[src/rtl/stream_block_capture_pkg.sv]
// stream_block_capture_pkg: shared state type, LFSR constants and default sizes
package stream_block_capture_pkg;
    localparam int DEF_WIDTH          = 32;
    localparam int DEF_MAX_BLOCK_SIZE = 32;
    localparam logic [15:0] LFSR_SEED = 16'hACE1;
    // Galois right-shift mask for x^16+x^14+x^13+x^11+1
    localparam logic [15:0] LFSR_TAPS = 16'hB400;
    typedef enum logic {IDLE, RECV} state_t;
endpackage

[src/rtl/stream_rate_lfsr.sv]
// stream_rate_lfsr: 16-bit Galois LFSR with enable and seed load on reset
module stream_rate_lfsr
    import stream_block_capture_pkg::*;
(
    input  logic        clk,
    input  logic        rst_n,
    input  logic        en,
    input  logic [15:0] seed,
    output logic [7:0]  rnd
);
    logic [15:0] state;
    always_ff @(posedge clk) begin
        if (!rst_n)
            state <= seed;
        else if (en)
            state <= {1'b0, state[15:1]} ^ (state[0] ? LFSR_TAPS : 16'h0000);
    end
    assign rnd = state[7:0];
endmodule

[src/rtl/stream_block_capture.sv]
// stream_block_capture: stream sink storing one block of words for random readback
// Optional STREAM_BLOCK_CAPTURE_THROTTLE_EN adds rate_i and an LFSR-driven ready throttle.
module stream_block_capture
    import stream_block_capture_pkg::*;
#(
    parameter  int WIDTH          = DEF_WIDTH,
    parameter  int MAX_BLOCK_SIZE = DEF_MAX_BLOCK_SIZE,
    localparam int LW             = $clog2(MAX_BLOCK_SIZE + 1),
    localparam int AW             = $clog2(MAX_BLOCK_SIZE)
) (
    input  logic             clk,
    input  logic             rst_n,
    input  logic [WIDTH-1:0] stream_s_data_i,
    input  logic             stream_s_valid_i,
    output logic             stream_s_ready_o,
    input  logic             start_i,
    input  logic [LW-1:0]    len_i,
    output logic             busy_o,
    output logic             done_o,
    output logic [LW-1:0]    count_o,
`ifdef STREAM_BLOCK_CAPTURE_THROTTLE_EN
    input  logic [7:0]       rate_i,
`endif
    input  logic [AW-1:0]    rd_addr_i,
    output logic [WIDTH-1:0] rd_data_o
);
    state_t           state;
    logic [LW-1:0]    len;
    logic [LW-1:0]    len_clamp;
    logic [WIDTH-1:0] mem [MAX_BLOCK_SIZE];
    logic             rate_ok;
    logic             xfer;
    logic             last;
    logic             in_range;

`ifdef STREAM_BLOCK_CAPTURE_THROTTLE_EN
    logic [7:0] rnd;
    stream_rate_lfsr u_lfsr (
        .clk   (clk),
        .rst_n (rst_n),
        .en    (1'b1),
        .seed  (LFSR_SEED),
        .rnd   (rnd)
    );
    assign rate_ok = (rnd < rate_i) || (rate_i == 8'hFF);
`else
    assign rate_ok = 1'b1;
`endif

    assign stream_s_ready_o = (state == RECV) && rate_ok;
    assign busy_o           = state == RECV;
    assign xfer             = stream_s_valid_i && stream_s_ready_o;
    assign last             = xfer && (count_o + LW'(1) == len);
    assign len_clamp        = (len_i > LW'(MAX_BLOCK_SIZE)) ? LW'(MAX_BLOCK_SIZE) : len_i;

    always_ff @(posedge clk) begin
        if (!rst_n) begin
            state   <= IDLE;
            len     <= '0;
            count_o <= '0;
            done_o  <= 1'b0;
        end else begin
            done_o <= 1'b0;
            if (state == IDLE) begin
                if (start_i) begin
                    len     <= len_clamp;
                    count_o <= '0;
                    done_o  <= len_clamp == '0;
                    state   <= (len_clamp == '0) ? IDLE : RECV;
                end
            end else if (xfer) begin
                count_o <= count_o + LW'(1);
                if (last) begin
                    state  <= IDLE;
                    done_o <= 1'b1;
                end
            end
        end
    end

    // Buffer kept free of reset so it maps onto a simple dual-port RAM
    always_ff @(posedge clk) begin
        if (xfer && rst_n)
            mem[count_o[AW-1:0]] <= stream_s_data_i;
    end

    if (2 ** AW == MAX_BLOCK_SIZE) begin : g_full
        assign in_range = 1'b1;
    end else begin : g_part
        assign in_range = 32'(rd_addr_i) < MAX_BLOCK_SIZE;
    end

    always_ff @(posedge clk) begin
        if (!rst_n)
            rd_data_o <= '0;
        else
            rd_data_o <= in_range ? mem[rd_addr_i] : '0;
    end
endmodule

[config.mk]
export PLATFORM = sky130hd
export DESIGN_NAME = stream_block_capture
export DESIGN_NICKNAME = d
export VERILOG_FILES = /design/src/rtl/stream_block_capture_pkg.sv /design/src/rtl/stream_rate_lfsr.sv /design/src/rtl/stream_block_capture.sv
export SDC_FILE = /design/constraint.sdc
export NUM_CORES = 1
export LEC_CHECK = 0
export ABC_AREA = 1
export BUFFER_PORTS_ARGS = -buffer_cell sky130_fd_sc_hd__buf_4
export CAP_MARGIN = 20
export CORE_UTILIZATION = 30
export DETAILED_ROUTE_END_ITERATION = 8
export SLEW_MARGIN = 25
export SYNTH_ARGS = -nofsm -noshare
export SYNTH_HDL_FRONTEND = slang
export SYNTH_HIERARCHICAL = 1
export SYNTH_SLANG_ARGS = --single-unit
[constraint.sdc]
create_clock -name clk -period 3.3 [get_ports clk]
set_input_delay 0.165 -clock clk [delete_from_list [all_inputs] [get_ports clk]]
set_output_delay 0.165 -clock clk [all_outputs]
set_load 0.005 [all_outputs]
======== Yosys cells after proc, flatten, opt, wreduce, memory -nomap -nowiden ========
Memories as Yosys holds them, arrays and structs flattened. A register that Yosys moved wholly into a read port is not among the register bits.
Index checks and enable logic that the tools add are counted.
cells by class
  mux-type cells .......................... 15
  reduce and logical (&&, ||, !) cells .... 8
  equality and inequality tests ........... 2
  $lt $le $gt $ge ......................... 1
  bitwise logic cells ..................... 1
  $add $sub $neg .......................... 1
operators by type and width
  cell                                            count
  two-way mux 6 bit                               4
  two-way mux 1 bit                               11
  adder 6 x 1 -> 6 bit (second input constant)    1
  equality test 6 bit                             1
  > comparator 6 bit (second input constant)      1
  zero test 6 bit                                 1
  AND reduction 2 bit                             2
  logical AND 1 bit                               3
  != test 2 x 1 -> 1 bit (second input constant)  1
  nonzero test 2 bit                              1
  zero test 1 bit                                 1
  NOT 1 bit                                       1
storage, ports and cells
  bits of input ports ..................... 47
  memories kept ........................... 1
  output and inout port bits .............. 41
  logic and storage cells ................. 33
  register bits after elaboration ......... 14
  RAM bits ................................ 1024
memory list
  name  depth  bits a word  read ports  clocked after Yosys merged registers in  wr ports  line                        text
  mem   32     32           1           1                                        1         stream_block_capture.sv:30  logic [WIDTH-1:0] mem [MAX_BLOCK_SIZE];

======== Longest topological paths before layout ========
  depth in word-level cells ............... 6
  gate-level depth with buffers ........... 12
  depth with buffers taken out ............ 11

======== Worst setup path before layout ========
Ideal clock, no wire load.
  kind .................................... register -> register
  start ................................... register state, in the netlist busy_o
  end ..................................... memory mem[0][0] in the netlist's numbering, enable pin
  buffers on the path ..................... 0
  arrival ................................. 2.235 ns
  clock period less this slack ............ 2.656 ns
  cell stages (with the launch flop) ...... 5
  setup time .............................. 0.421 ns
  slack ................................... 0.644 ns
  cells stage by stage .................... dfxtp_1 nand2_1 nor2_1 nand2_1 nor2_1
on the way
  cells in the longest elaborated chain, start to end .. 4
RTL lines
  item                                     line                        text
  start: declaration                       stream_block_capture.sv:27  state_t state;
  start signal: assignment                 stream_block_capture.sv:69  state <= (len_clamp == '0) ? IDLE : RECV;
  logical AND 1 bit                        stream_block_capture.sv:52  assign xfer = stream_s_valid_i && stream_s_ready_o;
  logical AND 1 bit                        stream_block_capture.sv:83  if (xfer && rst_n)
  two-way mux 1 bit                        stream_block_capture.sv:83
  two-way mux 1 bit (not written as such)  stream_block_capture.sv:84  mem[count_o[AW-1:0]] <= stream_s_data_i;
  end: declaration                         stream_block_capture.sv:30
Every way passes these cells.

======== Worst setup path in the final report ========
  start ................................... input port len_i[0]
  end ..................................... register done_o
on the way
  cells in the longest elaborated chain, start to end .. 5
RTL lines
  item                    line                        text
  start: declaration      stream_block_capture.sv:17  input logic [LW-1:0] len_i,
  > comparator 6 bit      stream_block_capture.sv:54  assign len_clamp = (len_i > LW'(MAX_BLOCK_SIZE)) ? LW'(MAX_BLOCK_SIZE) : len_i;
  two-way mux 6 bit (*)   stream_block_capture.sv:54
  zero test 6 bit (*)     stream_block_capture.sv:68  done_o <= len_clamp == '0;
  two-way mux 1 bit (*)   stream_block_capture.sv:65  if (start_i) begin
  two-way mux 1 bit (*)   stream_block_capture.sv:64  if (state == IDLE) begin
  end signal: assignment  stream_block_capture.sv:61  done_o <= 1'b0;
  end signal: assignment  stream_block_capture.sv:63  done_o <= 1'b0;
  end signal: assignment  stream_block_capture.sv:68
  end: declaration        stream_block_capture.sv:19  output logic done_o,
Every way passes the cells marked *; elsewhere a longest branch is shown, timed or not.
A chain may end at the register's enable or synchronous reset.

==> reports/metrics.cfg <==
[cts]
post_cts.resized_instances=0
cts_num_sinks=1070
clk_path_buf_depth=3
clk-insertion-delay-late_ps=730
post_cts_buffers=0
cts_tree=yes
ctsHtreeMaxLevel=3
clk_pin_slew_worst_paths_ps=60
cts-buffers-inserted=106
clock-root-buffer=sky130_fd_sc_hd__clkbuf_16

[timing]
skew_ps=25.3
worstMarginPinSlew_ps=849
setup_total_neg_slack_ps=0
timing.final.setup_violations=0
final_hold_viol_count=0
setup_slack_ps=723
slew_headroom_pct=43.4
fin_crit_sh_pct=78.1
max_slew_violation_count=0
fin_crit_ps=2580
clock.fmax_ghz=0.388
finalHoldWorstSlack_ps=59.6
grt_setup_unrepaired=no

[yosys]
synth_top_area_share_pct=72.1
synth_ff_type=sky130_fd_sc_hd__edfxtp_1
postSynthAreaPerCell_sq_um=11.9
yosys_register_bits=1070
syn-instance-count=3579
post_synth_num_cell_types=29
synthTopCellsByArea=sky130_fd_sc_hd__edfxtp_1, sky130_fd_sc_hd__nand2_1, sky130_fd_sc_hd__nand3_1, sky130_fd_sc_hd__dfxtp_1, sky130_fd_sc_hd__nor2_1
synthAdderAreaFrac_pct=0.117
synth_area_in_simple_gates_pct=19.5
synth_nets=3630
synth_edf_count=1024
synthesis.area_sq_mm=0.0426
synth-warning-count=6
synth_top_family_by_area=simple AND/OR/NAND/NOR gates
synth_seq_area_share_pct=74.3
synth_most_common_cell=sky130_fd_sc_hd__nand2_1
synth_xor_area_share_pct=0.0205
post_synth_mux_area_share_pct=0
synthTopCellsByCount=sky130_fd_sc_hd__nand2_1, sky130_fd_sc_hd__edfxtp_1, sky130_fd_sc_hd__nand3_1
compound_gate_fraction_of_synth_area_pct=3.07
ys_async_sr_fraction_pct=0
synthDominantAreaCellType=sky130_fd_sc_hd__edfxtp_1

[critical_path]
timing.critical_path.to_type=register
setup.worst_path.class=input pin to register
cp_data_arrival_time_ps=3230
cp-start-kind=input pin
critical_path_peak_fanout=3
cp.required_ps=3950

[job]
max_cap_violations=0

[global_routing]
track_usage_pct=17.0
grt_first_pass_wirelength_mm=180
initial_antenna_violation_count=7
overflow=0
grt_max_degree=189
first_global_vias=26800

[final_layout]
nNetsFinal=3739
drive_gt1_share_pct=9.29
finish.instance_area_sq_mm=0.0498
finish.utilization_pct=35.5
area_growth_syn_to_layout_pct=16.7

[pwr]
largest_vdd_supply_drop_v=0.000394
comb_power_share_pct=5.7
power_switching_mw=6.37
p_int_mw=21.9
pwr-share-clk_pct=41.4
sequentialPowerShare_pct=53.0
p_sw_share_pct=22.5
leakage_power_summed_over_all_cells_nw=17.2
power-per-cell-area_mw_per_mm2=567

[die]
die_h_um=379
fp-row-count=137
area_of_the_core_sq_mm=0.140
start_util_pct=30.4
fp.dieArea_sq_mm=0.144
die_w_um=379
top_level_ports=88

[drt]
routed_via_density=4.94
drc=0
finalWirelength_mm=123
remaining_number_of_nets_flagged_by_the_antenna_check_after_routing=0
num_vias=28000
drt-pass1-iter-count=6
1st_iter_drt_viols=3215
wire_per_inst_um=21.7

[placement]
dp_hpwl_mm=62.3
post-place-ws_ps=836
placedInstanceArea_sq_mm=0.0459
port_buffers=87
gpl.final_weighted_congestion=0.765

[run_status]
status=completed

[min_path]
worstHoldPathType=input pin to register

==> cells in the final DEF (no fill, tap or decap), types with 3 or more instances in the layout <==
| cell | n |
|---|---|
| sky130_fd_sc_hd__clkbuf_8 | 4 |
| sky130_fd_sc_hd__inv_1 | 20 |
| sky130_fd_sc_hd__ha_1 | 4 |
| sky130_fd_sc_hd__nor2_4 | 32 |
| sky130_fd_sc_hd__nand3_1 | 628 |
| sky130_fd_sc_hd__bufinv_16 | 5 |
| sky130_fd_sc_hd__nand2_1 | 1135 |
| sky130_fd_sc_hd__diode_2 | 6 |
| sky130_fd_sc_hd__clkinvlp_4 | 3 |
| sky130_fd_sc_hd__o21ai_0 | 127 |
| sky130_fd_sc_hd__dlygate4sd3_1 | 54 |
| sky130_fd_sc_hd__clkinv_1 | 19 |
| sky130_fd_sc_hd__edfxtp_1 | 1024 |
| sky130_fd_sc_hd__o22ai_1 | 26 |
| sky130_fd_sc_hd__dfxtp_1 | 46 |
| sky130_fd_sc_hd__nor2_1 | 199 |
| sky130_fd_sc_hd__buf_12 | 42 |
| sky130_fd_sc_hd__clkinv_2 | 16 |
| sky130_fd_sc_hd__buf_4 | 126 |
| sky130_fd_sc_hd__clkbuf_16 | 107 |
| sky130_fd_sc_hd__a21oi_1 | 53 |
| sky130_fd_sc_hd__inv_16 | 4 |
| sky130_fd_sc_hd__clkbuf_1 | 36 |
| sky130_fd_sc_hd__nor3_1 | 7 |
| sky130_fd_sc_hd__o21ai_1 | 38 |
==> layer usage <==
layer	vias to the layer above	part of all wire, %	track usage (%)	wire [um]
met2	1125	46	26.4	56200
met3	176	8.1	3.15	9940
met1	13800	44	23.9	53500
li1	12800	-	-	-
met5	-	0	0	0
met4	0	2.6	5.34	3200
==> final timing paths <==
path / slack, ps / end / cells past startpoint / start
worst min-delay path: 60 / rd_data_o[3] / 5 / rd_addr_i[3]
worst max register to register: 770 / len[1] / 7 / busy_o
worst min register to register: 540 / len[5] / 2 / len[5]
worst max-delay path: 720 / done_o / 11 / len_i[0]
==> area by class of cell <==
type	count	area, sq um
clock buffer	147	2870
sequential	1070	31700
inverter	25	123
multi-input combinational	2260	9930
antenna	6	15.0
clock inverter	50	453
tap	1876	2350
fill	13700	90400
timing repair buffer	225	2370
==> power by group through the flow <==
| stage | clock, mW | combinational [mW] | sequential, mW |
|---|---|---|---|
| after floorplan | 0 | 0.889 | 15.2 |
| after global placement | 0 | 1.53 | 15.3 |
| after detailed placement | 0 | 1.54 | 15.2 |
| after CTS | 11.8 | 1.61 | 15.0 |
| after global routing | 12.3 | 1.78 | 15.0 |
| final | 11.7 | 1.60 | 15.0 |
==> registers in the layout, indices dropped and copies added (netlist names) <==
name,count
count_o,6
len,6
busy_o,1
mem,1024
rd_data_o,32
done_o,1
==> critical path: stages <==
cell and delay [ps]:
sky130_fd_sc_hd__dlygate4sd3_1 530, sky130_fd_sc_hd__buf_4 130, sky130_fd_sc_hd__or2_2 280, sky130_fd_sc_hd__inv_1 50
sky130_fd_sc_hd__nand2_1 80, sky130_fd_sc_hd__nor2_1 100, sky130_fd_sc_hd__dlygate4sd3_1 550, sky130_fd_sc_hd__nand2_1 50
sky130_fd_sc_hd__dlygate4sd3_1 560, sky130_fd_sc_hd__a21oi_1 160, sky130_fd_sc_hd__dlygate4sd3_1 560
==> kinds of logic after synthesis <==
family | count (synthesis)
AND/OR/NAND/NOR | 2004
flip-flops | 1070
AO/OA/AOI/OAI | 251
buffers and inverters | 249
adder cells (fa/ha/maj) | 4
XOR/XNOR | 1
==> repair_timing <==
item / 4_1_cts / 5_1_grt
setup endpoints to repair: 0 / 0
hold buffers: 54 / 0
endpoints found under the hold margin: 1036 / 0
==> through the flow <==
step	power, mW	instances
after floorplan	16.1	3579
after global placement	16.8	5402
after detailed placement	16.8	5402
after CTS	28.4	5653
after global routing	29.1	5656
final	28.2	5659
(Power assumes the default switching activity.)
